<file path="config.mk">
export PLATFORM = sky130hd
export DESIGN_NAME = mem_port_arbiter_flat
export DESIGN_NICKNAME = d
export VERILOG_FILES = /design/src/rtl/mem_port_arbiter_pkg.sv /design/src/rtl/mem_port_arbiter_if.sv /design/src/rtl/mem_lat_timer.sv /design/src/rtl/mem_port_arbiter.sv /design/src/flat_wrapper.sv
export SDC_FILE = /design/constraint.sdc
export NUM_CORES = 1
export LEC_CHECK = 0
export ABC_AREA = 1
export CAP_MARGIN = 20
export CORE_AREA = 2 2 104 106
export DETAILED_ROUTE_END_ITERATION = 7
export DIE_AREA = 0 0 106 108
export GPL_TIMING_DRIVEN = 0
export PLACE_DENSITY_LB_ADDON = 0.15
export SKIP_CTS_REPAIR_TIMING = 1
export SYNTH_ARGS = -nofsm -noshare
export SYNTH_HDL_FRONTEND = slang
export SYNTH_SLANG_ARGS = --single-unit
</file>
<file path="constraint.sdc">
create_clock -name clk -period 1.95 [get_ports clk]
set_input_delay 0.39 -clock clk [delete_from_list [all_inputs] [get_ports clk]]
set_output_delay 0.39 -clock clk [all_outputs]
set_load 0.05 [all_outputs]
</file>
<file path="src/rtl/mem_port_arbiter_pkg.sv">
// Shared types and constants for the IF/MEM memory port arbiter.
// Contents: state encoding, bus widths, port ids, request payload struct, 32-bit mux helper.
package mem_port_arbiter_pkg;

  localparam int unsigned AW       = 32;
  localparam int unsigned DW       = 32;
  localparam int unsigned LAT_W    = 3;
  localparam int unsigned STARVE_W = 3;

  typedef enum logic [1:0] {
    IDLE   = 2'd0,
    BUSY_I = 2'd1,
    BUSY_D = 2'd2
  } state_e;

  localparam logic PORT_I = 1'b0;
  localparam logic PORT_D = 1'b1;

  // Request payload presented to the memory by the winning port.
  typedef struct packed {
    logic          we;
    logic [AW-1:0] addr;
    logic [DW-1:0] wdata;
  } mem_req_t;

  // 2:1 word mux: sel=0 -> a0, sel=1 -> a1.
  function automatic logic [31:0] mux32(input logic sel, input logic [31:0] a0,
                                        input logic [31:0] a1);
    return sel ? a1 : a0;
  endfunction

endpackage

</file>
<file path="src/rtl/mem_port_arbiter_if.sv">
// Bus bundle between the pipeline (fetch + load/store ports), the arbiter and the memory.
// slave  : arbiter view (takes requests and mem_rdata, drives grants/responses/mem strobes/stalls)
// master : pipeline + memory view (opposite directions)
interface mem_port_arbiter_if;
  import mem_port_arbiter_pkg::*;

  logic          if_req;
  logic [AW-1:0] if_addr;
  logic          if_gnt;
  logic          if_rvalid;
  logic [DW-1:0] if_rdata;
  logic          d_req;
  logic          d_we;
  logic [AW-1:0] d_addr;
  logic [DW-1:0] d_wdata;
  logic          d_gnt;
  logic          d_rvalid;
  logic [DW-1:0] d_rdata;
  logic          mem_en;
  logic          mem_we;
  logic [AW-1:0] mem_addr;
  logic [DW-1:0] mem_wdata;
  logic [DW-1:0] mem_rdata;
  logic          stall_if;
  logic          stall_mem;

  modport slave (
    input  if_req, if_addr, d_req, d_we, d_addr, d_wdata, mem_rdata,
    output if_gnt, if_rvalid, if_rdata, d_gnt, d_rvalid, d_rdata,
           mem_en, mem_we, mem_addr, mem_wdata, stall_if, stall_mem
  );

  modport master (
    output if_req, if_addr, d_req, d_we, d_addr, d_wdata, mem_rdata,
    input  if_gnt, if_rvalid, if_rdata, d_gnt, d_rvalid, d_rdata,
           mem_en, mem_we, mem_addr, mem_wdata, stall_if, stall_mem
  );

endinterface

</file>
<file path="src/rtl/mem_lat_timer.sv">
// Memory latency timer: loads 1 on a grant, counts up to MEM_LAT, flags the response cycle.
// Ports: clk, rst (sync, active-high), load (grant this cycle), resp_c (count == MEM_LAT).
module mem_lat_timer
  import mem_port_arbiter_pkg::*;
#(
  parameter int unsigned MEM_LAT = 1
) (
  input  logic clk,
  input  logic rst,
  input  logic load,
  output logic resp_c
);

  localparam logic [LAT_W-1:0] LAT_MAX = LAT_W'(MEM_LAT);

  logic [LAT_W-1:0] lat_cnt;

  // A grant in the response cycle restarts the count, giving back-to-back accesses.
  always_ff @(posedge clk) begin
    if (rst) begin
      lat_cnt <= '0;
    end else if (load) begin
      lat_cnt <= LAT_W'(1);
    end else if (resp_c) begin
      lat_cnt <= '0;
    end else if (lat_cnt != '0) begin
      lat_cnt <= lat_cnt + LAT_W'(1);
    end
  end

  assign resp_c = (lat_cnt == LAT_MAX);

endmodule

</file>
<file path="src/rtl/mem_port_arbiter.sv">
// Shares one single-port memory between instruction fetch and load/store.
// Data has priority; after STARVE_MAX data grants with fetch waiting, fetch is forced through.
// Ports: clk, rst (sync, active-high), bus (slave modport: fetch port, data port,
//        memory strobes, stall_if/stall_mem). Grants and mem_* are combinational.
module mem_port_arbiter
  import mem_port_arbiter_pkg::*;
#(
  parameter int unsigned MEM_LAT    = 1,
  parameter int unsigned STARVE_MAX = 4
) (
  input logic               clk,
  input logic               rst,
  mem_port_arbiter_if.slave bus
);

  localparam logic [STARVE_W-1:0] STARVE_LIM = STARVE_W'(STARVE_MAX);

  state_e                state_q, state_d;
  logic                  resp_c;
  logic                  free_c;
  logic                  gnt_i_c, gnt_d_c, gnt_c;
  logic                  win_c;
  logic                  rvalid_i_c, rvalid_d_c;
  logic                  d_we_q;
  logic [STARVE_W-1:0]   starve_cnt;
  mem_req_t              req_w_c;

  mem_lat_timer #(.MEM_LAT(MEM_LAT)) u_timer (
    .clk    (clk),
    .rst    (rst),
    .load   (gnt_c),
    .resp_c (resp_c)
  );

  // Port is available when idle or on the response cycle of the current access.
  assign free_c = (state_q == IDLE) || resp_c;

  // State register.
  always_ff @(posedge clk) begin
    if (rst) begin
      state_q <= IDLE;
    end else begin
      state_q <= state_d;
    end
  end

  // Arbitration and next state.
  always_comb begin
    state_d = state_q;
    gnt_i_c = 1'b0;
    gnt_d_c = 1'b0;
    if (!rst && free_c) begin
      if (bus.d_req && !(bus.if_req && (starve_cnt == STARVE_LIM))) begin
        gnt_d_c = 1'b1;
      end else if (bus.if_req) begin
        gnt_i_c = 1'b1;
      end
    end
    if (gnt_d_c) begin
      state_d = BUSY_D;
    end else if (gnt_i_c) begin
      state_d = BUSY_I;
    end else if (resp_c) begin
      state_d = IDLE;
    end
  end

  assign gnt_c = gnt_i_c | gnt_d_c;

  // Count data grants that pass over a waiting fetch; saturate at the limit.
  always_ff @(posedge clk) begin
    if (rst || !bus.if_req || gnt_i_c) begin
      starve_cnt <= '0;
    end else if (gnt_d_c && (starve_cnt != STARVE_LIM)) begin
      starve_cnt <= starve_cnt + STARVE_W'(1);
    end
  end

  // Remember whether the outstanding data access is a store so its completion returns 0.
  always_ff @(posedge clk) begin
    if (rst) begin
      d_we_q <= 1'b0;
    end else if (gnt_d_c) begin
      d_we_q <= bus.d_we;
    end
  end

  // Winning request payload.
  assign win_c = gnt_d_c ? PORT_D : PORT_I;

  always_comb begin
    req_w_c = '0;
    if (win_c == PORT_D) begin
      req_w_c.we    = bus.d_we;
      req_w_c.addr  = bus.d_addr;
      req_w_c.wdata = bus.d_wdata;
    end else begin
      req_w_c.addr  = bus.if_addr;
    end
  end

  assign rvalid_i_c = !rst && (state_q == BUSY_I) && resp_c;
  assign rvalid_d_c = !rst && (state_q == BUSY_D) && resp_c;

  assign bus.if_gnt    = gnt_i_c;
  assign bus.d_gnt     = gnt_d_c;
  assign bus.if_rvalid = rvalid_i_c;
  assign bus.d_rvalid  = rvalid_d_c;
  assign bus.if_rdata  = mux32(rvalid_i_c, 32'd0, bus.mem_rdata);
  assign bus.d_rdata   = mux32(rvalid_d_c && !d_we_q, 32'd0, bus.mem_rdata);

  // Memory strobes only ever assert in a grant cycle.
  assign bus.mem_en    = gnt_c;
  assign bus.mem_we    = gnt_c & req_w_c.we;
  assign bus.mem_addr  = mux32(gnt_c, 32'd0, req_w_c.addr);
  assign bus.mem_wdata = mux32(gnt_c, 32'd0, req_w_c.wdata);

  assign bus.stall_if  = !rst && bus.if_req && !rvalid_i_c;
  assign bus.stall_mem = !rst && (bus.d_req || (state_q == BUSY_D)) && !rvalid_d_c;

endmodule

</file>
<file path="src/flat_wrapper.sv">
// flat-port wrapper written by rule: the top's interface ports become plain ports
module mem_port_arbiter_flat import mem_port_arbiter_pkg::*;
#(
  parameter int unsigned MEM_LAT    = 1,
  parameter int unsigned STARVE_MAX = 4
)
  (clk, rst, bus_if_req, bus_if_addr, bus_d_req, bus_d_we, bus_d_addr, bus_d_wdata, bus_mem_rdata, bus_if_gnt, bus_if_rvalid, bus_if_rdata, bus_d_gnt, bus_d_rvalid, bus_d_rdata, bus_mem_en, bus_mem_we, bus_mem_addr, bus_mem_wdata, bus_stall_if, bus_stall_mem);
  mem_port_arbiter_if bus_i ();
  input logic clk;
  input logic rst;
  input wire logic [$bits(bus_i.if_req)-1:0] bus_if_req;
  input wire logic [$bits(bus_i.if_addr)-1:0] bus_if_addr;
  input wire logic [$bits(bus_i.d_req)-1:0] bus_d_req;
  input wire logic [$bits(bus_i.d_we)-1:0] bus_d_we;
  input wire logic [$bits(bus_i.d_addr)-1:0] bus_d_addr;
  input wire logic [$bits(bus_i.d_wdata)-1:0] bus_d_wdata;
  input wire logic [$bits(bus_i.mem_rdata)-1:0] bus_mem_rdata;
  output wire logic [$bits(bus_i.if_gnt)-1:0] bus_if_gnt;
  output wire logic [$bits(bus_i.if_rvalid)-1:0] bus_if_rvalid;
  output wire logic [$bits(bus_i.if_rdata)-1:0] bus_if_rdata;
  output wire logic [$bits(bus_i.d_gnt)-1:0] bus_d_gnt;
  output wire logic [$bits(bus_i.d_rvalid)-1:0] bus_d_rvalid;
  output wire logic [$bits(bus_i.d_rdata)-1:0] bus_d_rdata;
  output wire logic [$bits(bus_i.mem_en)-1:0] bus_mem_en;
  output wire logic [$bits(bus_i.mem_we)-1:0] bus_mem_we;
  output wire logic [$bits(bus_i.mem_addr)-1:0] bus_mem_addr;
  output wire logic [$bits(bus_i.mem_wdata)-1:0] bus_mem_wdata;
  output wire logic [$bits(bus_i.stall_if)-1:0] bus_stall_if;
  output wire logic [$bits(bus_i.stall_mem)-1:0] bus_stall_mem;
  assign bus_i.if_req = bus_if_req;
  assign bus_i.if_addr = bus_if_addr;
  assign bus_i.d_req = bus_d_req;
  assign bus_i.d_we = bus_d_we;
  assign bus_i.d_addr = bus_d_addr;
  assign bus_i.d_wdata = bus_d_wdata;
  assign bus_i.mem_rdata = bus_mem_rdata;
  assign bus_if_gnt = bus_i.if_gnt;
  assign bus_if_rvalid = bus_i.if_rvalid;
  assign bus_if_rdata = bus_i.if_rdata;
  assign bus_d_gnt = bus_i.d_gnt;
  assign bus_d_rvalid = bus_i.d_rvalid;
  assign bus_d_rdata = bus_i.d_rdata;
  assign bus_mem_en = bus_i.mem_en;
  assign bus_mem_we = bus_i.mem_we;
  assign bus_mem_addr = bus_i.mem_addr;
  assign bus_mem_wdata = bus_i.mem_wdata;
  assign bus_stall_if = bus_i.stall_if;
  assign bus_stall_mem = bus_i.stall_mem;
  mem_port_arbiter #(.MEM_LAT(MEM_LAT), .STARVE_MAX(STARVE_MAX)) u_core (.clk(clk), .rst(rst), .bus(bus_i));
endmodule
</file>
==> results.md <==
- Layout cell share with drive strength beyond 1: 52.2%
- Mapped Cells: 366
- Initial core utilization: 16.8%
- IO buf count: 268
- Post-Synth Adder-Cell Area: 3.65%
- Mapped cell area: 1710 um^2
- RSZ-0062 raised after global routing: true
- CTS Root Cell: clkbuf_8
- CORE AREA: 10200 um^2
- Die ar.: 11400 um^2
- Pin count of the biggest net entering global routing: 11
- Top cell type's share of synthesized area: 23.2%
- CP max FO: 10
- Hold Crit Start: rst
- CTS clk-pin slew, worst paths: 0.05 ns
- Slew Limit Fails: 0
- EDFF count, synth: 0
- PD cells: between 300 and 400 nW/um^2
- # H-tree levels: 1
- Multi-input gate area: 2230 um^2
- Vias in the first global route: 3188
- Die Height: approximately 110 um
- Post-DP HPWL: 9010 um
- WL/cell: around 14 um
- Critical path launch point type: register
- First-pass GRT wire length: between 15000 and 20000 um
- Synth top cells by count: 106 x nor2_1, 85 x nand2_1, 82 x inv_1, 39 x a21oi_1, 12 x buf_2
- Die Span X: 106 um
- Synth Area in Compound Gates: 13.1%
- Finished Cell Area: 6390 um^2
- Setup Viol. Count Final: 129
- Final Routed Wirelength: 10800 um
- Post-synth cell types: 20
- Via density: 4.17
- Seq/Total Area, Yosys: 10.5%
- Synth Area in Simple Gates: between 40% and 50%
- P&R area growth vs syn: 273%
- Top cells by area, synth: nor2_1 23%, nand2_1 19%, inv_1 18%
- Initial antenna violation count: 0
- DRC: 0
- Top FF cell, synth: dfxtp_1
- Post-synth top area cell: nor2_1
- Via count: 3280
- # nets final: 790
- Status: finished with violations
- Worst EP arrival: approximately 1.8 ns
- CP endpoint kind: primary output
- Post-synthesis mux area share: 0%
- Synth warnings: 0
- Fin. Hold Viols: 0
- Critical path class: register to primary output
- Period Utilization, post-route: 112%
- Worst r2r src: u_core.starve_cnt[0]$_SDFFE_PP0P_
- # IOs: 269
- Post-Synth XOR/XNOR Area: 0%
- Worst skew pair latency: 0.24 ns
- Max Cap Viol: 0
- Count leader, synth: nor2_1
- CTS tree: built
- Relative slew slack: 80.0%
- Storage cell area: ~190 um^2
- Fmax: 0.459 GHz
- HP Class: primary input to register
- Asr flop ratio synth: 0%
- Syn_area_per_cell: 4.68 um^2
- Total GRT Usage: 16.7%
- Worst setup margin: -0.229 ns
- Seq cells post-synth: 9
- Leakage: approximately 2.8 nW
- Overflow after GRT: 0
- Worst endpoint required time: 1.56 ns
- GPL Wtd Cong: 0.769
- Cells after DPL: between 700 and 800
- Peak supply drop: 0.000258 V
- First-pass iteration count of the detailed router: 4
- Min cycle time layout: 2.18 ns
- DP Area: 5670 um^2
- Antenna viol nets, final: 0
- First DRT Iteration DRCs: 57
- Buffers from clock root to sink, at most: 2
- Failing checks: negative setup slack
- Rows: 37
- Largest family of logic cells by synthesized area: simple AND/OR/NAND/NOR gates
- Cts bufs inserted: 3
- Worst Tran Pin Value: 0.302 ns
- CTS sink count: 9
- N_diodes: 0
- Fillers: 890
- Worst setup startpoint: u_core.starve_cnt[0]$_SDFFE_PP0P_
- Syn_nets: roughly 500
- Clock skew: between 0.003 and 0.004 ns
- Fin cells: 787
## cells in the final DEF (no fill, tap or decap), drive strengths merged
cell type,count
a21oi,39
buf,148
clkbuf,24
clkdlybuf4s50,129
clkinv,2
dfxtp,9
dlymetal6s2s,3
ha,5
inv,84
nand2,87
nand3,5
nand4,2
nor2,107
nor3,2
o21ai,4
o22ai,1
## where the power goes
group          switching, mW  total, mW  internal (mW)
clock network         0.0816      0.225          0.143
registers             0.0140      0.213          0.199
logic                   1.15       2.00          0.854
## cell families (layout without fill, tap and decap cells)
logic type | count (synthesis) | count (layout)
buf+inv | 105 | 390
compound gates | 44 | 44
fa+ha+maj | 5 | 5
simple gates | 203 | 203
flops | 9 | 9
## final timing paths
| kind | to | slack [ns] | cells past startpoint |
|---|---|---|---|
| worst max-delay path | bus_mem_addr[4] | -0.23 | 10 |
| worst min-delay path | u_core.state_q[1]$_SDFFE_PP0P_ | 0.47 | 2 |
| worst max register to register | u_core.u_timer.lat_cnt[0]$_SDFFE_PP0P_ | 0.56 | 10 |
| worst min register to register | u_core.state_q[0]$_SDFFE_PP0P_ | 0.47 | 2 |
## stage by stage
| stage | total power, mW | utilization, % | hold slack, ns | setup WS (ns) | TNS (ns) |
|---|---|---|---|---|---|
| after global placement | 1.94 | 55.4 | 0.456 | -1.30 | -147.83 |
| final | 2.44 | 62.5 | 0.466 | -0.229 | -18.97 |
| after global routing | 2.55 | 62.5 | 0.482 | -0.316 | -29.66 |
| after detailed placement | 1.95 | 55.4 | 0.461 | -1.29 | -148.90 |
| after floorplan | 1.32 | - | 0.442 | -0.272 | -9.24 |
| after CTS | 2.19 | 55.9 | 0.468 | -1.29 | -149.41 |
## flip-flops by register name, summed over array words and instances, names as in the netlist
signal	count
u_core.d_we_q	1
u_core.starve_cnt	3
u_core.u_timer.lat_cnt	3
u_core.state_q	2
## cell type report
type                    instances  area share, %
clock buffers                   4          0.705
flip-flops and latches          9           2.94
inverters                      86           5.40
well taps                     136           2.66
repair buffers                281           48.6
multi-input cells             252           34.8
plain buffers                  19           4.91
## critical path: stages, from the launching register on
cell      delay [ns]
dfxtp_2         0.32
inv_2           0.08
ha_4            0.14
nand3_2         0.07
nand2_2         0.10
clkinv_4        0.09
nand2_8         0.14
buf_6           0.17
nand2_1         0.10
a21oi_4         0.16
buf_6           0.17
## metal layers
metal / vias to the layer above / global-route usage [%] / share of wire, %
li1: 1634 / - / -
met1: 1467 / 15.6 / 33
met2: 165 / 33.5 / 54
met3: 14 / 6.63 / 11
met4: 0 / 4.23 / 2.0
met5: - / 0 / 0
Note: power is estimated with default switching activity, not from simulation.
